`config.mk`:
```
export PLATFORM = sky130hd
export DESIGN_NAME = branch_resolve_queue
export DESIGN_NICKNAME = d
export VERILOG_FILES = /design/src/rtl/branch_resolve_queue.sv
export SDC_FILE = /design/constraint.sdc
export NUM_CORES = 1
export LEC_CHECK = 0
export ABC_CLOCK_PERIOD_IN_PS = 6050
export BUFFER_PORTS_ARGS = -buffer_cell sky130_fd_sc_hd__clkbuf_2
export CORE_ASPECT_RATIO = 1.25
export CORE_UTILIZATION = 40
export DETAILED_ROUTE_END_ITERATION = 8
export PLACE_DENSITY = 0.64
export REMOVE_ABC_BUFFERS = 1
export SKIP_LAST_GASP = 1
export SLEW_MARGIN = 5
export SYNTH_ARGS = -nofsm -noshare
export SYNTH_HDL_FRONTEND = slang
export SYNTH_SLANG_ARGS = --single-unit
export TNS_END_PERCENT = 50
```
`constraint.sdc`:
```
create_clock -name clk -period 6.05 [get_ports clk]
set_clock_uncertainty 0.05 [all_clocks]
set_input_delay 0.3025 -clock clk [delete_from_list [all_inputs] [get_ports clk]]
set_output_delay 0.3025 -clock clk [all_outputs]
set_load 0.005 [all_outputs]
```
`src/rtl/branch_resolve_queue.sv`:
```
`default_nettype none
// ============================================================================
// Module      : branch_resolve_queue
// Description : In-order queue of fetch-stage branch predictions {pc, dir,
//               target} awaiting resolution in ID. Each ID resolve pops the
//               oldest entry and compares the actual outcome with the
//               prediction. It then drives the predictor update bus, a
//               one-cycle mispredict pulse and the corrected fetch PC.
//               A mispredict flushes every queued entry.
//
// Ports       : clk, resetn        clock, synchronous active-low reset
//               stall              freeze all state; registered outputs hold
//               push_valid/ready   IF prediction handshake (ready = !full)
//               push_pc, push_pta  predicted slot PC, {pred_dir, pred_tar}
//               res_valid          ID resolves the oldest entry
//               res_dir/tar/type   actual outcome and branch type
//               upd_valid/pc/info  predictor update bus {dir, tar, type}
//               mispred            one-cycle misprediction pulse
//               redirect_pc        correct fetch PC, valid with mispred
//               count              current occupancy
//               stat_br/stat_miss  saturating pop / mispredict counters
//                                  (present only with BRQ_STATS_EN)
//
// Options     : `define BRQ_STATS_EN to add the statistics counters.
//
// Revision    : 1.0 - initial release
// ============================================================================
module branch_resolve_queue #(
    parameter int DEPTH = 4,
    parameter int PTR_W = 2
) (
    input  logic             clk,
    input  logic             resetn,
    input  logic             stall,
    input  logic             push_valid,
    output logic             push_ready,
    input  logic [31:0]      push_pc,
    input  logic [32:0]      push_pta,
    input  logic             res_valid,
    input  logic             res_dir,
    input  logic [31:0]      res_tar,
    input  logic [1:0]       res_type,
    output logic             upd_valid,
    output logic [31:0]      upd_pc,
    output logic [34:0]      upd_info,
    output logic             mispred,
    output logic [31:0]      redirect_pc,
    output logic [PTR_W:0]   count
`ifdef BRQ_STATS_EN
    ,
    output logic [31:0]      stat_br,
    output logic [31:0]      stat_miss
`endif
);

    localparam logic [PTR_W:0] c_FULL_COUNT = (PTR_W+1)'(DEPTH);
    localparam logic [31:0]    c_SEQ_STEP   = 32'd8;  // branch + delay slot

    // ------------------------------------------------------------------
    // Storage and pointers
    // ------------------------------------------------------------------
    logic [31:0]      r_pc_mem  [DEPTH];
    logic [32:0]      r_pta_mem [DEPTH];
    logic [PTR_W-1:0] r_wr_ptr;
    logic [PTR_W-1:0] r_rd_ptr;
    logic [PTR_W:0]   r_count;

    logic             r_upd_valid;
    logic [31:0]      r_upd_pc;
    logic [34:0]      r_upd_info;
    logic             r_mispred;
    logic [31:0]      r_redirect_pc;

    logic             w_full;
    logic             w_empty;
    logic             w_push;
    logic             w_pop;
    logic [31:0]      w_head_pc;
    logic             w_head_dir;
    logic [31:0]      w_head_tar;
    logic             w_miss;
    logic [31:0]      w_redirect;
    logic [PTR_W:0]   w_count_nxt;

    assign w_full     = (r_count == c_FULL_COUNT);
    assign w_empty    = (r_count == '0);

    // Readiness deliberately ignores a same-cycle pop.
    assign push_ready = !w_full;
    assign w_push     = push_valid & !w_full & !stall;
    // Pop only sees entries present at the start of the cycle.
    assign w_pop      = res_valid & !w_empty & !stall;

    assign w_head_pc  = r_pc_mem[r_rd_ptr];
    assign w_head_dir = r_pta_mem[r_rd_ptr][32];
    assign w_head_tar = r_pta_mem[r_rd_ptr][31:0];

    // A not-taken pair never mispredicts on target; only a taken/taken pair
    // needs the target check.
    assign w_miss     = (res_dir != w_head_dir) |
                        (res_dir & w_head_dir & (res_tar != w_head_tar));

    assign w_redirect = res_dir ? res_tar : (w_head_pc + c_SEQ_STEP);

    assign w_count_nxt = r_count + (PTR_W+1)'(w_push) - (PTR_W+1)'(w_pop);

    // Entry payload needs no reset: occupancy alone decides what is live.
    always_ff @(posedge clk) begin
        if (w_push) begin
            r_pc_mem[r_wr_ptr]  <= push_pc;
            r_pta_mem[r_wr_ptr] <= push_pta;
        end
    end

    // ------------------------------------------------------------------
    // Pointers, occupancy and registered result outputs
    // ------------------------------------------------------------------
    always_ff @(posedge clk) begin
        if (!resetn) begin
            r_wr_ptr      <= '0;
            r_rd_ptr      <= '0;
            r_count       <= '0;
            r_upd_valid   <= 1'b0;
            r_upd_pc      <= '0;
            r_upd_info    <= '0;
            r_mispred     <= 1'b0;
            r_redirect_pc <= '0;
        end else if (!stall) begin
            // Pulses last exactly one active cycle.
            r_upd_valid <= w_pop;
            r_mispred   <= w_pop & w_miss;

            if (w_pop) begin
                r_upd_pc      <= w_head_pc;
                r_upd_info    <= {res_dir, res_tar, res_type};
                r_redirect_pc <= w_redirect;
            end

            if (w_pop && w_miss) begin
                // Wrong-path entries, including one pushed this cycle, are
                // discarded by rewinding both pointers.
                r_wr_ptr <= '0;
                r_rd_ptr <= '0;
                r_count  <= '0;
            end else begin
                if (w_push) r_wr_ptr <= r_wr_ptr + 1'b1;
                if (w_pop)  r_rd_ptr <= r_rd_ptr + 1'b1;
                r_count <= w_count_nxt;
            end
        end
    end

    assign upd_valid   = r_upd_valid;
    assign upd_pc      = r_upd_pc;
    assign upd_info    = r_upd_info;
    assign mispred     = r_mispred;
    assign redirect_pc = r_redirect_pc;
    assign count       = r_count;

`ifdef BRQ_STATS_EN
    // ------------------------------------------------------------------
    // Saturating statistics
    // ------------------------------------------------------------------
    logic [31:0] r_stat_br;
    logic [31:0] r_stat_miss;

    always_ff @(posedge clk) begin
        if (!resetn) begin
            r_stat_br   <= '0;
            r_stat_miss <= '0;
        end else if (!stall) begin
            if (w_pop && (r_stat_br != '1))
                r_stat_br <= r_stat_br + 32'd1;
            if (w_pop && w_miss && (r_stat_miss != '1))
                r_stat_miss <= r_stat_miss + 32'd1;
        end
    end

    assign stat_br   = r_stat_br;
    assign stat_miss = r_stat_miss;
`endif

endmodule
`default_nettype wire

```
==> results of run 1 <==
sequential cells by signal (all words and copies together), names as in the netlist, named ones only:
register	flops
upd_pc	32
r_pc_mem	128
mispred	1
redirect_pc	32
upd_valid	1
upd_info	35
r_pta_mem	132
r_rd_ptr	2
count	3
r_wr_ptr	2
worst max path at each step:
stage | to | slack [ns]
5_1_grt | redirect_pc[21] | 2.26
3_5_place_dp | redirect_pc[21] | 2.52
2_1_floorplan | count[2] | -5.53
6_report | redirect_pc[21] | 2.58
3_3_place_gp | redirect_pc[21] | 2.56
4_1_cts | redirect_pc[21] | 2.50
metrics by stage:
step,util [%],hold WS [ns]
after detailed placement,44.91,0.3960
after global routing,50.74,0.007541
after CTS,50.72,0.0005836
after global placement,44.91,0.3904
final,50.74,0.006721
after floorplan,-,0.3514
what timing repair did:
item                       in CTS  in global routing
hold buffers                   77                  0
hold endpoints to repair      272                  0
setup endpoints to repair       0                  0
layout by cell type, fill, tap and decap left out, types with 4 or more instances in the layout:
master         netlist  final
edfxtp_1           260    260
clkbuf_2             0    209
nand2_1            168    168
dfxtp_1            110    108
a21oi_1             88     88
dlygate4sd3_1        0     77
mux4_2              64     64
clkbuf_16            0     42
xnor2_1             41     41
nand3_1             21     21
xor2_1              20     20
and3_1              18     18
nand4_1             17     17
o22ai_1             15     15
nor2_1              14     14
mux2i_1             11     11
inv_1               11      9
nor3_1              10      9
o21ai_0              9      9
clkbuf_1            40      9
ha_1                 8      8
buf_4                5      6
a31oi_1              5      5
clkinv_2             0      5
and2_4               0      4
a211oi_1             4      4
clkbuf_8             0      4
metal layers:
layer | wire (um) | up-vias | part of all wire [%]
met3 | 2102 | 55 | 6.0
met2 | 17580 | 298 | 50
met4 | 811 | 0 | 2.3
met5 | 0 | - | 0
li1 | - | 4206 | -
met1 | 14600 | 4597 | 42
worst reg2reg max path, stage by stage, from the launching register on:
cell and delay, ns:
dfxtp_4 0.80, buf_12 0.36, mux4_2 0.38, ha_1 0.22, and4_1 0.32, and3_1 0.49
nand2_1 0.13, or4_1 0.43, a41oi_1 0.22
cells by family after synthesis:
kind of cell / synth area share [%]
flops: 69.24
simple gates: 8.317
compound gates: 4.890
mux: 10.81
buf+inv: 2.216
xor+xnor: 3.696
fa+ha+maj: 0.8309
area by class of cell:
cell class	instances	area, um2
fill	3121	17460
clock buffer	55	1140
sequential	370	10020
inverter	11	46.29
clock inverter	14	148.9
antenna	2	5.005
tap	474	593.1
timing repair buffer	293	1882
multi-input combinational	538	4159
where the power goes:
group | internal (mW) | switching [mW] | leakage, nW | total, mW
combinational | 0.193 | 0.244 | 2.37 | 0.437
sequential | 2.79 | 0.0357 | 3.25 | 2.82
clock | 1.44 | 0.956 | 0.624 | 2.40
==> impl_metrics.csv, run 1 <==
group,metric,value,unit
status,status,"complete, no violations",
worst_setup_path,crit_path_max_fanout,33,
power,leakage,6.244,nW
yosys,synth_common_cells,"260 x edfxtp_1, 168 x nand2_1, 110 x dfxtp_1",
cts,cts_resized,0,
cells_and_area,fin_cells,1757,
grt,grt-busiest-layer,"met2",
yosys,syn_avg_cell_area,14.83,um2
worst_hold_path,hold_class,"input port to register",
sta,drv_slew,0,
yosys,syn-cell-area,14460,um2
detailed_routing,post_drt_wl_per_cell,19.97,um
placed_design,placed_cells_incl_taps,1609,
grt,use_met3,3.359,%
worst_setup_path,critPathKind,"register to register",
placed_design,dp_hpwl,22080,um
cts,cts-htree-levels,2,
worst_setup_path,cp_top_family,"simple AND/OR/NAND/NOR gates",
cts,cts-root-buf,"clkbuf_16",
cts,cts_sinks,370,
yosys,yosysMostFrequentCell,"edfxtp_1",
detailed_routing,wirelength,35090,um
job,drv_cap,0,
worst_setup_path,max_stage_delay,0.80,ns
worst_setup_path,crit_chain,"buf_12 > mux4_2 > ha_1 > and4_1 > and3_1 > nand2_1 > or4_1 > a41oi_1",
detailed_routing,num_vias,9156,
power,finalPower,5.654,mW
detailed_routing,first_pass_iters,5,
worst_setup_path,timing.critical_path.to_type,"register",
sta,worst_slack,2.576,ns
worst_hold_path,hold_path_end,"upd_info[9]",
worst_setup_path,worstPathRequired,6.45,ns
cells_and_area,final_area,17990,um2
sta,worst_slew_pin_slew,1.058,ns
cells_and_area,layout.nets,1366,
worst_hold_path,hold_path_depth,3,
grt,globalRouteOverflowTotal,0,
sta,final_hold_viol_count,0,
yosys,synth_area_leaders,"edfxtp_1 54%, dfxtp_1 15%, mux4_2 10%",
placed_design,portBuffers,209,
grt,grtUsageMet1,25.03,%
worst_setup_path,critPathBufInv,1,
worst_setup_path,r2r_setup_slack,2.58,ns
cells_and_area,area_delta_synth_final,24.45,%
sta,slew_headroom,29.49,%
worst_setup_path,crit_path_start_kind,"register",
cts,cts_buffer_depth,3,
grt,antenna_found_initial,2,
placed_design,pre_cts_ws,2.522,ns
sta,fin_setup_tns,0,ns
cts,numCtsBuffers,38,
floorplan,rows,77,
cts,clock_latency,0.54,ns
sta,grt_setup_unrepaired,"false",
sta,setup_viol,0,
floorplan,dieArea,36910,um2
floorplan,die_w,172.0,um
worst_setup_path,arrival,3.87,ns
grt,met2_usage,32.27,%
power,powerDensity,314.3,nW/um2
sta,period_needed,3.474,ns
worst_setup_path,r2r_cells,8,
floorplan,start_util,40.77,%
cells_and_area,drive_gt1_share,27.63,%
detailed_routing,drcViolationCount,0,
yosys,synth_seq_area_share,69.24,%
floorplan,fp.dieH,214.5,um
yosys,yosys_warnings,0,
detailed_routing,ant_nets,0,
placed_design,dpl-instance-area,15920,um2
floorplan,io_pins,210,
detailed_routing,viasPerCell,5.211,
yosys,synth_top_area_share,54.01,%
floorplan,core,35450,um2
yosys,synth.distinct_cells,42,
yosys,yosys.area.top_type,"edfxtp_1",
grt,grt_pass1_wl,52760,um
grt,grt_max_degree,74,
worst_hold_path,min_from,"res_tar[7]",
power,ir_drop,182.4,uV
cts,post_cts.repair.setup_buffers,0,
yosys,synth_cells,975,
sta,fin_crit_sh,57.42,%
yosys,synthFlopType,"edfxtp_1",
placed_design,gp_congestion,0.7676,
cts,cts_tree,"yes",
grt,grtUsageTotal,19.17,%
grt,grt_pass1_vias,9165,
yosys,ys_seq_elements,370,
worst_setup_path,cp_slowest_cell,"dfxtp_4",
worst_setup_path,critical_path_cell_count,8,
cts,clk_pin_slew_worst_paths,0.06,ns
sta,fmaxAchievable,287.9,MHz
yosys,synthArstFlopShare,0,%
yosys,synth_edf_count,260,
detailed_routing,drt_iter0_drc,747,
worst_setup_path,r2r-end,"redirect_pc[21]",
(Power assumes the default switching activity.)
==> inputs of run 2 (changes only) <==
--- a/config.mk
+++ b/config.mk
@@ -5,12 +5,13 @@
 export SDC_FILE = /design/constraint.sdc
 export NUM_CORES = 1
 export LEC_CHECK = 0
-export ABC_CLOCK_PERIOD_IN_PS = 6050
+export ABC_AREA = 1
+export ABC_CLOCK_PERIOD_IN_PS = 2900
 export BUFFER_PORTS_ARGS = -buffer_cell sky130_fd_sc_hd__clkbuf_2
 export CORE_ASPECT_RATIO = 1.25
 export CORE_UTILIZATION = 40
 export DETAILED_ROUTE_END_ITERATION = 8
-export PLACE_DENSITY = 0.64
+export PLACE_DENSITY = 0.66
 export REMOVE_ABC_BUFFERS = 1
 export SKIP_LAST_GASP = 1
 export SLEW_MARGIN = 5
==> constraint.sdc (replaced) <==
create_clock -name clk -period 2.9 [get_ports clk]
set_clock_uncertainty 0.05 [all_clocks]
set_input_delay 0.145 -clock clk [delete_from_list [all_inputs] [get_ports clk]]
set_output_delay 0.145 -clock clk [all_outputs]
set_load 0.005 [all_outputs]
==> impl_metrics.csv, run 2 <==
group,metric,value,unit
yosys,yosys.area.top_type,"edfxtp_1",
worst_setup_path,cp_slowest_cell,"dfxtp_4",
cells_and_area,multiInputGateArea,4781,um2
grt,grtUsageTotal,22.69,%
worst_setup_path,critPathBufInv,2,
worst_setup_path,timing.critical_path.to_type,"register",
cells_and_area,fill_cells,3442,
yosys,synth_edf_count,260,
power,ir_drop,410.9,uV
cts,clk_pin_slew_worst_paths,0.06,ns
placed_design,dp_hpwl,29720,um
detailed_routing,wirelength,44840,um
grt,grt_pass1_wl,68290,um
detailed_routing,viasPerCell,5.136,
cells_and_area,final_cell_mix,"478 x nand2_1, 260 x edfxtp_1, 209 x clkbuf_2, 187 x nand3_1, 108 x dfxtp_1",
worst_setup_path,arrival,2.96,ns
worst_setup_path,critPathKind,"register to register",
status,status,"complete, no violations",
sta,setup_viol,0,
sta,worst_slew_pin_slew,1.177,ns
cells_and_area,layout.nets,1998,
worst_setup_path,crit_chain,"buf_6 > buf_4 > nand2_1 > nand3_1 > nand2_1 > nor2_1 > nand2_1 > nor2_1 > nand3_1 > nand3_1 > nand3_1 > nand2_1 > a21oi_1",
worst_setup_path,cp_top_family,"simple AND/OR/NAND/NOR gates",
cts,cts_sinks,370,
detailed_routing,ant_nets,0,
yosys,synth.distinct_cells,39,
cells_and_area,drive_gt1_share,19.32,%
grt,antenna_found_initial,1,
worst_setup_path,crit_path_end,"redirect_pc[24]",
detailed_routing,first_pass_iters,5,
cts,post_cts.repair.setup_buffers,0,
yosys,synth_common_cells,"478 x nand2_1, 260 x edfxtp_1, 188 x nand3_1",
yosys,yosysMostFrequentCell,"nand2_1",
cts,cts_buffer_depth,3,
power,finalPower,12.25,mW
floorplan,rows,80,
yosys,synth_seq_area_share,64.47,%
floorplan,core,38240,um2
yosys,synth_top_area_share,50.29,%
worst_setup_path,crit_path_start_kind,"register",
placed_design,placed_cells_incl_taps,2235,
cells_and_area,final_common_cell,"nand2_1",
grt,grtUsageMet1,27.90,%
detailed_routing,post_drt_wl_per_cell,18.65,um
job,drv_cap,0,
cts,cts-htree-levels,2,
yosys,syn_avg_cell_area,9.907,um2
sta,final_hold_viol_count,0,
worst_setup_path,r2r_setup_slack,0.25,ns
grt,grt-busiest-layer,"met2",
worst_setup_path,worstPathRequired,3.21,ns
floorplan,start_util,40.60,%
worst_setup_path,r2r_cells,13,
floorplan,fp.dieH,222.3,um
sta,period_needed,2.649,ns
worst_setup_path,crit_path_max_fanout,23,
sta,fmaxAchievable,377.6,MHz
worst_setup_path,critical_path_cell_count,13,
worst_setup_path,r2r-end,"redirect_pc[24]",
grt,grt_max_degree,130,
yosys,synth_cells,1567,
cells_and_area,largest-register,"r_pta_mem",
cts,cts_tree,"yes",
sta,grt_setup_unrepaired,"true",
grt,met2_usage,39.70,%
cts,numCtsBuffers,37,
yosys,synth_area_leaders,"edfxtp_1 50%, dfxtp_1 14%, nand2_1 12%",
sta,slew_headroom,21.52,%
cts,cts-root-buf,"clkbuf_16",
placed_design,gp_congestion,0.9015,
detailed_routing,drt_iter0_drc,827,
cells_and_area,seqCellArea,10010,um2
detailed_routing,drcViolationCount,0,
grt,grt_pass1_vias,12140,
yosys,synthFlopType,"edfxtp_1",
cells_and_area,fin_cells,2404,
cells_and_area,largest_reg_flops,132,
grt,globalRouteOverflowTotal,0,
floorplan,io_pins,210,
sta,fin_crit_sh,91.33,%
cells_and_area,area_delta_synth_final,26.79,%
floorplan,dieArea,39610,um2
cells_and_area,utilization,51.48,%
cts,clock_latency,0.54,ns
detailed_routing,num_vias,12350,
power,leakage,7.971,nW
worst_hold_path,hold_class,"input port to register",
placed_design,portBuffers,209,
sta,fin_setup_tns,0,ns
worst_setup_path,max_stage_delay,0.51,ns
yosys,ys_seq_elements,370,
floorplan,die_w,178.2,um
power,powerDensity,622.3,nW/um2
grt,use_met3,3.234,%
yosys,syn-cell-area,15520,um2
yosys,yosys_warnings,0,
sta,drv_slew,0,
yosys,synthArstFlopShare,0,%
==> run 2: changes by cell type in the layout (fill, tap and decap cells not counted), sizes merged, moves of 14 or more <==
cell         change
dlygate4sd3     +24
buf             +38
a211oi          +14
and3            -16
inv             +84
nand3          +168
nor2            +91
mux4            -64
xnor2           -39
nand2          +320
o21ai           +63
==> run 2: how the worst min path moves through the flow <==
stage / cells past startpoint / startpoint / end / slack [ns]
global placement: 1 / push_pc[12] / r_pc_mem[3][12] / 0.31
floorplan: 2 / resetn / redirect_pc[0] / 0.19
finish: 4 / res_dir / redirect_pc[10] / 0.18
global route: 4 / res_dir / redirect_pc[10] / 0.20
CTS: 4 / res_dir / redirect_pc[10] / 0.16
detailed placement: 1 / push_pta[0] / r_pta_mem[1][0] / 0.32
==> run 2: cell type report <==
class / instances / area share (%)
diodes: 2 / 0.02543
clock buffers: 46 / 5.130
clock inverters: 19 / 1.449
inverters: 95 / 1.862
multi-input cells: 1024 / 24.29
flip-flops and latches: 370 / 50.88
well taps: 492 / 3.127
repair buffers: 356 / 13.24
==> run 2: power by group <==
group / switching (mW) / total (mW) / internal (mW)
clock: 2.02 / 5.12 / 3.10
combinational: 0.754 / 1.21 / 0.461
sequential: 0.0797 / 5.91 / 5.83
==> run 2: cell families after synthesis <==
| kind of cell | share of synthesized area [%] |
|---|---|
| buffers and inverters | 4.973 |
| AO/OA/AOI/OAI | 7.157 |
| AND/OR/NAND/NOR | 22.11 |
| XOR/XNOR | 0.5078 |
| adder cells (fa/ha/maj) | 0.7737 |
| flip-flops | 64.47 |
==> run 2: worst reg2reg max path, cell delays in order, from the launching register on <==
cell and delay, ns:
dfxtp_4 0.51, buf_6 0.28, buf_4 0.25, nand2_1 0.08, nand3_1 0.13, nand2_1 0.10, nor2_1 0.19, nand2_1 0.12
nor2_1 0.22, nand3_1 0.15, nand3_1 0.10, nand3_1 0.14, nand2_1 0.11, a21oi_1 0.06
==> run 2: repair_timing <==
action | 4_1_cts | 5_1_grt
hold buffers | 101 | 0
endpoints found under the hold margin | 321 | 0
gates resized for setup | 0 | 5
endpoints found under the setup margin | 0 | 13
==> run 2: metrics by stage <==
stage | worst slack (ns) | instance area (um2) | hold WS, ns
finish | 0.2515 | 19680 | 0.1825
global route | 0.0004232 | 19680 | 0.1994
CTS | 0.09744 | 19640 | 0.1638
detailed placement | 0.1141 | 17330 | 0.3172
global placement | 0.1541 | 17330 | 0.3082
floorplan | -2.614 | 15110 | 0.1926
==> run 2: routing by layer <==
| metal | share of wire, % | wire, um | vias to the layer above |
|---|---|---|---|
| met4 | 3.3 | 1487 | 0 |
| met3 | 5.7 | 2576 | 87 |
| li1 | - | - | 5994 |
| met2 | 50 | 22640 | 381 |
| met1 | 40 | 18140 | 5886 |
| met5 | 0 | 0 | - |
